**src/rtl/req_capture_encoder8.sv**
```systemverilog
// ---------------------------------------------------------------------------
// req_capture_encoder8
//   Sequential front end for the 8-to-3 encoder path. Request pulses are
//   captured into a pending register and served one at a time as a 3-bit
//   index over a valid/ready handshake.
//
//   Ports:
//     clk         rising-edge clock
//     rst_n       asynchronous active-low reset
//     req_i[7:0]  request lines (bit k high = request k this cycle)
//     clr_i       synchronous clear of pending and overflow
//     out_valid   out_idx holds a served request
//     out_ready   consumer accepts out_idx when out_valid && out_ready
//     out_idx[2:0] index of served request
//     pending_o   registered pending vector
//     overflow_o  sticky: a request hit an already-pending, unserved bit
//
//   Configuration macro: REQ_ENC_ROUND_ROBIN_EN
//     defined   -> rotating priority starting below the last served index
//     undefined -> fixed priority, highest index wins
// ---------------------------------------------------------------------------
module req_capture_encoder8 #(
    localparam int unsigned N_REQ = 8,
    localparam int unsigned IDX_W = 3
) (
    input  logic             clk,
    input  logic             rst_n,
    input  logic [N_REQ-1:0] req_i,
    input  logic             clr_i,
    output logic             out_valid,
    input  logic             out_ready,
    output logic [IDX_W-1:0] out_idx,
    output logic [N_REQ-1:0] pending_o,
    output logic             overflow_o
);

    typedef enum logic {
        IDLE = 1'b0,
        HOLD = 1'b1
    } state_e;

    state_e           state_q, state_d;
    logic [IDX_W-1:0] idx_q, idx_d;
    logic [N_REQ-1:0] pending_q, pending_d;
    logic             overflow_q, overflow_d;
    logic [IDX_W-1:0] sel_idx;
    logic [N_REQ-1:0] served_mask;
    logic             load;

`ifdef REQ_ENC_ROUND_ROBIN_EN
    logic [IDX_W-1:0] last_q, last_d;
    logic [IDX_W-1:0] cand;

    // Rotating search last-1, last-2, ... last-8 (== last); the nearest wins,
    // so iterate from farthest to nearest and let later hits overwrite.
    always_comb begin
        sel_idx = '0;
        cand    = '0;
        for (int i = N_REQ; i >= 1; i--) begin
            cand = last_q - IDX_W'(i);
            if (pending_q[cand]) sel_idx = cand;
        end
    end
`else
    // Fixed priority: ascending scan, highest set bit is the last overwrite.
    always_comb begin
        sel_idx = '0;
        for (int i = 0; i < N_REQ; i++) begin
            if (pending_q[i]) sel_idx = IDX_W'(i);
        end
    end
`endif

    // Next-state, load decision and pending/overflow update.
    always_comb begin
        state_d     = state_q;
        idx_d       = idx_q;
        pending_d   = pending_q;
        overflow_d  = overflow_q;
        served_mask = '0;
        load        = 1'b0;
`ifdef REQ_ENC_ROUND_ROBIN_EN
        last_d      = last_q;
`endif

        case (state_q)
            IDLE: begin
                if (!clr_i && (pending_q != '0)) load = 1'b1;
            end
            HOLD: begin
                if (out_ready) begin
                    if (!clr_i && (pending_q != '0)) load = 1'b1;
                    else                             state_d = IDLE;
                end
            end
            default: state_d = IDLE;
        endcase

        if (load) begin
            state_d     = HOLD;
            idx_d       = sel_idx;
            served_mask = N_REQ'(1) << sel_idx;
`ifdef REQ_ENC_ROUND_ROBIN_EN
            last_d      = sel_idx;
`endif
        end

        // Clear dominates; otherwise a new request wins over the serve-clear.
        if (clr_i) begin
            pending_d  = '0;
            overflow_d = 1'b0;
        end else begin
            pending_d  = (pending_q & ~served_mask) | req_i;
            overflow_d = overflow_q | (|(req_i & pending_q & ~served_mask));
        end
    end

    always_ff @(posedge clk or negedge rst_n) begin
        if (!rst_n) begin
            state_q    <= IDLE;
            idx_q      <= '0;
            pending_q  <= '0;
            overflow_q <= 1'b0;
        end else begin
            state_q    <= state_d;
            idx_q      <= idx_d;
            pending_q  <= pending_d;
            overflow_q <= overflow_d;
        end
    end

`ifdef REQ_ENC_ROUND_ROBIN_EN
    always_ff @(posedge clk or negedge rst_n) begin
        if (!rst_n) last_q <= '0;
        else        last_q <= last_d;
    end
`endif

    assign out_valid  = (state_q == HOLD);
    assign out_idx    = idx_q;
    assign pending_o  = pending_q;
    assign overflow_o = overflow_q;

endmodule

```
**config.mk**
```make
export PLATFORM = sky130hd
export DESIGN_NAME = req_capture_encoder8
export DESIGN_NICKNAME = d
export VERILOG_FILES = /design/src/rtl/req_capture_encoder8.sv
export SDC_FILE = /design/constraint.sdc
export NUM_CORES = 1
export LEC_CHECK = 0
export ABC_AREA = 1
export BUFFER_PORTS_ARGS = -buffer_cell sky130_fd_sc_hd__buf_4
export CAP_MARGIN = 0
export CORE_MARGIN = 4
export CORE_UTILIZATION = 43
export DETAILED_ROUTE_END_ITERATION = 10
export PLACE_DENSITY = 0.75
export SYNTH_ARGS = -nofsm -noshare
export SYNTH_HDL_FRONTEND = slang
export SYNTH_SLANG_ARGS = --single-unit
```
**constraint.sdc**
```tcl
create_clock -name clk -period 1.47 [get_ports clk]
set_input_delay 0.147 -clock clk [delete_from_list [all_inputs] [get_ports clk]]
set_output_delay 0.147 -clock clk [all_outputs]
set_load 0.005 [all_outputs]
```
==> out/qor.yml, run 1 <==
dpl.cell_count: 156
vias: 808
synth_top_area_cell: "dfrtp_1"
multi_input_area_um2: 397.9
dieArea_um2: 2527
die_h_um: 50.27
crit_path_start: "pending_o[5]$_DFF_PN0_"
yosysMostFrequentCell: "nand2_1"
timing.final.crit_share: 0.9881
area_growth_pct: 43.65
relSlewSlack: 0.8683
netlist.area_leader.share: 0.4235
hold_violations: 0
ys_seq_elements: 13
avgSynthCellArea_um2: 7.459
synth_edf_count: 0
syn_nets: 115
nFillCells: 159
r2r-start: "pending_o[5]$_DFF_PN0_"
drtAntennaViolNets: 0
globalRouteOverflowTotal: 0
antenna_cells: 0
grt_pass1_vias: 768
hold_depth: 3
hold_path_class: "primary input to flip-flop"
synth_cell_types: 21
clk_path_buf_depth: 2
drive_above_1_share: 0.3957
critPathCapture: "overflow_o$_DFF_PN0_"
r2r-end: "overflow_o$_DFF_PN0_"
mappedNetlistArea_um2: 768.2
max_cap_violations: 0
grt_max_degree: 14
dpl.hpwl_mm: 1.511
postSynthCellCount: 103
cp-end-kind: "flip-flop"
via_per_inst: 4.927
fin_cells: 164
worstSkewPairLatency_ps: 290
cts_sinks: 13
cp.required_ps: 1650
r2r_slack_ps: 20
grt_pass1_wl_mm: 3.381
async_flop_share: 1.000
yosysWarnings: 0
tightest_slew_ps: 197.5
clk_pin_slew_ps: 80
clock.fmax_mhz: 688.4
holdWs_ps: 77.35
ios: 25
synth_seq_area_share: 0.4235
cp-start-kind: "flip-flop"
rsz0062_at_grt: "yes"
path_class: "flip-flop to flip-flop"
post_drt_wl_per_cell_um: 12.30
antenna_found_initial: 0
start_util: 0.4498
final_core_util: 0.6462
arrival_ps: 1630
htree_levels: 1
ys.flop_type: "dfrtp_1"
ir_drop_mv: 0.7428
synth_area_leaders: "dfrtp_1 42%, nand2_1 12%, inv_1 7.3%"
setup_viol: 0
port_buffers: 24
seq_area_um2: 327.8
placed_area_um2: 1012
outcome: "completed"
row_count: 15
final_cell_area_um2: 1104
synthTopCellsByCount: "24 x nand2_1, 15 x inv_1, 13 x dfrtp_1, 12 x nor2_1, 10 x a21oi_1"
core_area_um2: 1708
powerDensity_nw_per_um2: 862.1
post-route-min-period_ps: 1453
gp_congestion: 0.8289
dieWidth_um: 50.27
fin_nets: 152
drt_iter0_markers: 19
power.leakage_nw: 0.5866
first_pass_iters: 4
drc: 0
cts_tree: "done"
cts_inserted_buffers: 3
root_buffer: "clkbuf_4"
cp_max_fo: 3
slew_violations: 0
routed_wl_mm: 2.017
skew_ps: 2.064
grt_usage: 0.1828
r2r_cells: 8
==> final cells by class <==
cell class	count	share of cell area
multi-input cells	71	0.3605
flip-flops and latches	13	0.2971
repair buffers	33	0.2268
inverters	18	0.06349
well taps	25	0.02834
clock buffers	4	0.02381
==> through the flow <==
| stage | power, mW | setup TNS, ps | setup WS, ps |
|---|---|---|---|
| detailed placement | 0.6966 | 0 | 24.14 |
| global route | 1.016 | -91.32 | -91.32 |
| global placement | 0.6891 | 0 | 42.75 |
| finish | 0.9514 | 0 | 17.45 |
| CTS | 0.9288 | 0 | 20.04 |
| floorplan | 0.5617 | 0 | 132.3 |
==> registers in the layout (all words and copies together), names as in the netlist <==
register,cells
out_valid,1
out_idx,3
overflow_o,1
pending_o,8
==> logic make-up (layout without fill, tap and decap cells) <==
logic type | after synthesis | count (layout) | share of synthesized area
DFF | 13 | 13 | 0.4235
muxes | 1 | 1 | 0.01466
buffers and inverters | 19 | 55 | 0.09608
AOI/OAI and AO/OA | 17 | 17 | 0.1336
and+or+nand+nor | 53 | 53 | 0.3323
==> report_power, final <==
group | switching, mW | internal, mW | leakage, nW | total (mW)
Sequential | 0.0306 | 0.395 | 0.156 | 0.426
Combinational | 0.145 | 0.145 | 0.416 | 0.291
Clock | 0.130 | 0.106 | 0.0150 | 0.235
==> layout by cell type (no fill, tap or decap) <==
| cell type | n |
|---|---|
| inv_4 | 1 |
| o21bai_1 | 1 |
| and3_1 | 1 |
| nand2_2 | 3 |
| a21oi_1 | 9 |
| nand4_1 | 2 |
| clkbuf_4 | 3 |
| nor2_1 | 12 |
| o21ai_0 | 3 |
| nand2_1 | 23 |
| a21oi_2 | 1 |
| or2_4 | 1 |
| nor2_4 | 2 |
| nand3_4 | 1 |
| inv_2 | 2 |
| nand3_1 | 5 |
| dfrtp_1 | 11 |
| dlygate4sd3_1 | 1 |
| nor2_2 | 1 |
| clkbuf_1 | 1 |
| o211ai_2 | 1 |
| nand4_4 | 1 |
| dfrtp_2 | 2 |
| buf_4 | 32 |
| inv_1 | 15 |
| mux2_2 | 1 |
| nand3_2 | 1 |
| o21ai_2 | 2 |
==> what timing repair did <==
action                     CTS  global route
setup buffers                0             3
hold buffers                 1             0
resized for setup            0             9
hold endpoints to repair    13             0
setup endpoints to repair    0             4
==> worst min path at each step <==
| stage | from | endpoint |
|---|---|---|
| 4_1_cts | req_i[0] | pending_o[0]$_DFF_PN0_ |
| 6_report | req_i[0] | pending_o[0]$_DFF_PN0_ |
| 5_1_grt | req_i[4] | pending_o[4]$_DFF_PN0_ |
| 3_3_place_gp | rst_n | pending_o[1]$_DFF_PN0_ |
| 2_1_floorplan | rst_n | out_idx[0]$_DFFE_PN0P_ |
| 3_5_place_dp | rst_n | pending_o[1]$_DFF_PN0_ |
==> critical path, stage by stage (launching register included) <==
cell and delay, ps:
dfrtp_1 410, nor2_4 150, inv_1 70, o21ai_2 190
nand3_1 130, o21bai_1 160, nand2_1 70, nor2_1 90
a21oi_1 70
==> layer usage <==
layer	track usage	wire length [µm]	vias to the layer above
met5	0	0	-
met4	0.1429	74	0
met3	0.05341	159	6
met2	0.2739	953	36
met1	0.2164	830	368
li1	-	-	398
Note: power is estimated with default switching activity, not from simulation.
==> run 2, diff against run 1 <==
--- a/config.mk
+++ b/config.mk
@@ -11,7 +11,8 @@
 export CORE_MARGIN = 4
 export CORE_UTILIZATION = 43
 export DETAILED_ROUTE_END_ITERATION = 10
-export PLACE_DENSITY = 0.75
+export PLACE_DENSITY = 0.69
+export SKIP_LAST_GASP = 1
 export SYNTH_ARGS = -nofsm -noshare
 export SYNTH_HDL_FRONTEND = slang
 export SYNTH_SLANG_ARGS = --single-unit
==> constraint.sdc (replaced) <==
create_clock -name clk -period 1.7 [get_ports clk]
set_input_delay 0.17 -clock clk [delete_from_list [all_inputs] [get_ports clk]]
set_output_delay 0.17 -clock clk [all_outputs]
set_load 0.005 [all_outputs]
==> out/qor.yml, run 2 (same netlist as run 1, synthesis figures left out) <==
outcome: "completed"
cts_setup_buffers: 0  # unchanged
dieWidth_um: 50.27  # unchanged
die_h_um: 50.27  # unchanged
internal_power_uw: 536.4  # -17%
clk_path_buf_depth: 2  # unchanged
grt_pass1_vias: 739  # -3.8%
post-route-min-period_ps: 1497  # +44.62 ps
drt_iter0_markers: 14  # -5
cts_tree: "done"
grt_max_degree: 14  # unchanged
grt_usage: 0.1759  # -0.006910
clk_pin_slew_ps: 90  # about the same
tightest_slew_ps: 238.7  # +41.13 ps
combPwrFrac: 0.270  # -0.035
grt_pass1_wl_mm: 3.318  # -1.9%
postCtsResizedCells: 0  # unchanged
clkPwrFrac: 0.259  # +0.012
place_ws_ps: 209.9  # +185.8 ps
post_drt_wl_per_cell_um: 11.92  # -3.1%
area_growth_pct: 31.60
skew_ps: 0.9052  # -1.158 ps
clock.fmax_mhz: 667.9  # -3.0%
globalRouteOverflowTotal: 0  # unchanged
gp_congestion: 0.8323  # +0.41%
setup_tns_ps: 0  # unchanged
ios: 25  # unchanged
via_per_inst: 4.699  # -4.6%
rsz0062_at_grt: "no"
largest_reg_flops: 8  # unchanged
power.leakage_nw: 0.5459  # -6.9%
cp-end-kind: "flip-flop"
arrival_ps: 1670  # +40 ps
fin_ws_ps: 202.8  # +185.4 ps
switching_power_uw: 251.6  # -18%
slew_violations: 0  # unchanged
cp_max_fo: 5  # +2
routed_wl_mm: 1.859  # -7.8%
relSlewSlack: 0.8409  # -0.02740
ir_drop_mv: 0.4201  # -43%
max_cap_violations: 0  # unchanged
drc: 0  # unchanged
htree_levels: 1  # unchanged
fin_nets: 144  # -5.3%
dpl.hpwl_mm: 1.421  # -6.0%
antenna_cells: 0  # unchanged
drive_above_1_share: 0.3206  # -0.07507
cp.required_ps: 1880  # +230 ps
postCtsHoldBufs: 1  # unchanged
final_core_util: 0.5919  # -0.05421
start_util: 0.4498  # unchanged
powerDensity_nw_per_um2: 779.4  # -9.6%
cp-start-kind: "flip-flop"
hold_path_class: "primary input to flip-flop"
row_count: 15  # unchanged
root_buffer: "clkbuf_4"
swShare: 0.3193  # -0.001722
cts_inserted_buffers: 3  # unchanged
final_cell_mix: "24 x nand2_1, 24 x buf_4, 15 x inv_1, 13 x dfrtp_1, 12 x nor2_1"
drtAntennaViolNets: 0  # unchanged
nFillCells: 172  # +8.2%
worstSkewPairLatency_ps: 280  # about the same
antenna_found_initial: 0  # unchanged
port_buffers: 24  # unchanged
vias: 733  # -9.3%
seqPwrFrac: 0.471  # +0.024
setup_viol: 0  # unchanged
path_class: "flip-flop to flip-flop"
core_area_um2: 1708  # unchanged
hold_violations: 0  # unchanged
timing.final.crit_share: 0.8807  # -0.1074
first_pass_iters: 4  # unchanged
p_total_uw: 788.0  # -17%
cts_sinks: 13  # unchanged
dieArea_um2: 2527  # unchanged
[run 2: changes by cell type in the layout (fill, tap and decap cells not counted), sizes merged]
cell,change
buf,-8
clkinv,+1
inv,-1
[run 2: path summary, 6_finish.rpt]
| kind | startpoint | end | slack [ps] | depth (start not counted) |
|---|---|---|---|---|
| setup / recovery | pending_o[6]$_DFF_PN0_ | overflow_o$_DFF_PN0_ | 200 | 9 |
| hold / removal | req_i[6] | pending_o[6]$_DFF_PN0_ | 100 | 3 |
| setup reg to reg | pending_o[6]$_DFF_PN0_ | overflow_o$_DFF_PN0_ | 200 | 9 |
| hold reg to reg | out_idx[2]$_DFFE_PN0P_ | out_idx[2]$_DFFE_PN0P_ | 490 | 2 |
| max in group asynchronous | rst_n | pending_o[6]$_DFF_PN0_ | 1270 | 2 |
| min in group asynchronous | rst_n | out_idx[1]$_DFFE_PN0P_ | 270 | 2 |
[run 2: per-layer routing]
metal,GRT usage,vias up,part of all wire
met4,0.08295,0,0.015
li1,-,383,-
met3,0.04154,4,0.042
met2,0.2804,14,0.48
met5,0,-,0
met1,0.2220,332,0.46
[run 2: power groups by stage]
stage                     registers, mW  clock network [mW]  logic, mW
final                             0.371               0.204      0.213
after global routing              0.378               0.220      0.241
after CTS                         0.371               0.210      0.216
after detailed placement          0.376                   0      0.213
after global placement            0.376                   0      0.210
after floorplan                   0.375                   0      0.111
[run 2: critical path, cell delays in order, from the launching register on]
cell,delay (ps)
dfrtp_1,440
nor2_2,180
nand2_2,90
inv_2,90
nand4_4,110
clkinv_2,70
nand2_1,50
and3_1,140
nor2_1,130
a21oi_1,80
[run 2: cell type report]
type / instances / area (µm²) / area share
Clock buffer: 4 / 26.28 / 0.02599
Inverter: 18 / 68.82 / 0.06807
Multi-Input combinational cell: 71 / 369.1 / 0.3651
Sequential cell: 13 / 325.3 / 0.3218
Tap cell: 25 / 31.28 / 0.03094
Timing Repair Buffer: 25 / 190.2 / 0.1881
[run 2: metrics by stage]
step,instance area (µm²),std cells,hold WS [ps]
after floorplan,768.2,103,-125.6
after global placement,974.7,151,26.25
after detailed placement,974.7,151,28.48
after CTS,1011,156,104.0
after global routing,1011,156,107.0
final,1011,156,104.1
==> run 3, diff against run 2 <==
--- a/config.mk
+++ b/config.mk
@@ -5,13 +5,14 @@
 export SDC_FILE = /design/constraint.sdc
 export NUM_CORES = 1
 export LEC_CHECK = 0
-export ABC_AREA = 1
+export ABC_AREA = 0
+export ABC_CLOCK_PERIOD_IN_PS = 1700
 export BUFFER_PORTS_ARGS = -buffer_cell sky130_fd_sc_hd__buf_4
 export CAP_MARGIN = 0
 export CORE_MARGIN = 4
 export CORE_UTILIZATION = 43
 export DETAILED_ROUTE_END_ITERATION = 10
-export PLACE_DENSITY = 0.69
+export PLACE_DENSITY = 0.71
 export SKIP_LAST_GASP = 1
 export SYNTH_ARGS = -nofsm -noshare
 export SYNTH_HDL_FRONTEND = slang
==> out/qor.yml, run 3 <==
netlist.area_leader.share: 0.4659  # +0.04250
mappedNetlistArea_um2: 698.2  # -9.1%
area_growth_pct: 37.63
path_class: "flip-flop to flip-flop"
dpl.cell_count: 116  # -23%
final_cell_area_um2: 960.9  # -5.0%
via_per_inst: 5.582  # +19%
cp-end-kind: "flip-flop"
synth_seq_area_share: 0.4659  # +0.04250
skew_ps: 7.316  # +6.411 ps
drtAntennaViolNets: 0  # unchanged
largest_reg_flops: 8  # unchanged
holdWs_ps: 107.6  # +3.516 ps
placed_area_um2: 912.1  # -6.4%
outcome: "completed"
yosysMostFrequentCell: "dfrtp_1"
start_util: 0.4581  # +0.008311
antenna_found_initial: 0  # unchanged
dieWidth_um: 48.30  # -3.9%
cp_max_fo: 7  # +2
core_area_um2: 1524  # -11%
synth_edf_count: 0  # unchanged
post-route-min-period_ps: 1612  # +114.9 ps
final_core_util: 0.6305  # +0.03860
slew_violations: 0  # unchanged
powerDensity_nw_per_um2: 807.4  # +3.6%
hold_path_class: "primary input to flip-flop"
dpl.hpwl_mm: 1.304  # -8.2%
globalRouteOverflowTotal: 0  # unchanged
async_flop_share: 1.000  # unchanged
yosysWarnings: 0  # unchanged
fin_ws_ps: 87.93  # -114.9 ps
tightest_slew_ps: 370.1  # +131.4 ps
place_ws_ps: 42.86  # -167.1 ps
drc: 0  # unchanged
first_pass_iters: 4  # unchanged
grt_usage: 0.1824  # +0.006558
arrival_ps: 1770  # +100 ps
relSlewSlack: 0.7514  # -0.08947
synth_area_leaders: "dfrtp_1 47%, nor2_1 6.5%, a21oi_1 5.7%"
cts_sinks: 13  # unchanged
drive_above_1_share: 0.3679  # +0.04731
worstSkewPairLatency_ps: 290  # about the same
die_h_um: 48.30  # -3.9%
antenna_cells: 0  # unchanged
power.leakage_nw: 0.4378  # -20%
cp.required_ps: 1860  # -20 ps
fin_cells: 122  # -22%
ys_seq_elements: 13  # unchanged
fin_nets: 119  # -17%
final_common_cell: "buf_4"
synthTopCellsByCount: "13 x dfrtp_1, 12 x nor2_1, 8 x a21oi_1, 7 x o21ai_0"
htree_levels: 1  # unchanged
grt_max_degree: 15  # +1
postSynthCellCount: 75  # -27%
avgSynthCellArea_um2: 9.309  # +25%
vias: 681  # -7.1%
setup_viol: 0  # unchanged
clk_pin_slew_ps: 90  # about the same
cp-start-kind: "flip-flop"
routed_wl_mm: 1.776  # -4.5%
drt_iter0_markers: 25  # +11
setup_tns_ps: 0  # unchanged
grt_pass1_wl_mm: 2.870  # -14%
max_cap_violations: 0  # unchanged
root_buffer: "clkbuf_4"
cts_tree: "done"
final_cell_mix: "28 x buf_4, 11 x nor2_1, 11 x dfrtp_1, 8 x a21oi_1, 7 x o21ai_0"
clk_path_buf_depth: 2  # unchanged
r2r_slack_ps: 90  # -110 ps
grt_pass1_vias: 620  # -16%
ios: 25  # unchanged
ys.flop_type: "dfrtp_1"
clock.fmax_mhz: 620.3  # -7.1%
p_total_uw: 775.8  # -1.5%
synth_top_area_cell: "dfrtp_1"
gp_congestion: 0.7922  # -4.8%
synth_cell_types: 29  # +38%
cts_inserted_buffers: 3  # unchanged
port_buffers: 24  # unchanged
row_count: 14  # -1
syn_nets: 87  # -24%
dieArea_um2: 2332  # -7.7%
timing.final.crit_share: 0.9483  # +0.06759
post_drt_wl_per_cell_um: 14.56  # +22%
ir_drop_mv: 0.4406  # +4.9%
hold_violations: 0  # unchanged
==> run 3: critical path, cell delays in order, from the launching register on <==
cell and delay, ps:
dfrtp_2 470, nor4_4 410, nand2_2 130, a2111oi_2 320, a41oi_1 160
==> run 3: logic make-up (layout without fill, tap and decap cells) <==
logic type / after synthesis / after routing / share of synthesized area
flops: 13 / 13 / 0.4659
compound gates: 28 / 28 / 0.2706
simple gates: 28 / 28 / 0.2294
buf+inv: 6 / 37 / 0.03403
==> run 3: final cells by class <==
class | count | area, µm²
timing repair buffer | 29 | 220.2
fill | 137 | 563.0
inverter | 4 | 15.01
tap | 16 | 20.02
clock buffer | 4 | 26.28
multi-input combinational | 56 | 351.6
sequential | 13 | 327.8
==> run 3: routing by layer <==
metal | up-vias | GRT usage | wire length, µm
met2 | 18 | 0.2708 | 845
li1 | 341 | - | -
met3 | 6 | 0.04797 | 99
met5 | - | 0 | 0
met4 | 0 | 0.09677 | 39
met1 | 316 | 0.2409 | 792
==> run 3: worst paths after layout <==
path	startpoint	end	cells past startpoint
max	pending_o[4]$_DFF_PN0_	overflow_o$_DFF_PN0_	4
min	req_i[6]	pending_o[6]$_DFF_PN0_	3
max reg2reg	pending_o[4]$_DFF_PN0_	overflow_o$_DFF_PN0_	4
min reg2reg	out_idx[1]$_DFFE_PN0P_	out_idx[1]$_DFFE_PN0P_	1
max in group asynchronous	rst_n	pending_o[2]$_DFF_PN0_	2
min in group asynchronous	rst_n	pending_o[5]$_DFF_PN0_	2
==> run 3: timing repair <==
action,CTS,global route
setup endpoints to repair,0,1
hold buffers,1,0
setup buffers,0,1
hold endpoints to repair,13,0
resized for setup,0,3
==> run 3: power by group <==
part / internal (mW) / total [mW] / switching (mW) / leakage (nW)
logic: 0.109 / 0.200 / 0.0911 / 0.268
clock network: 0.0912 / 0.202 / 0.111 / 0.0150
registers: 0.341 / 0.374 / 0.0330 / 0.155
total: 0.541 / 0.776 / 0.235 / 0.438
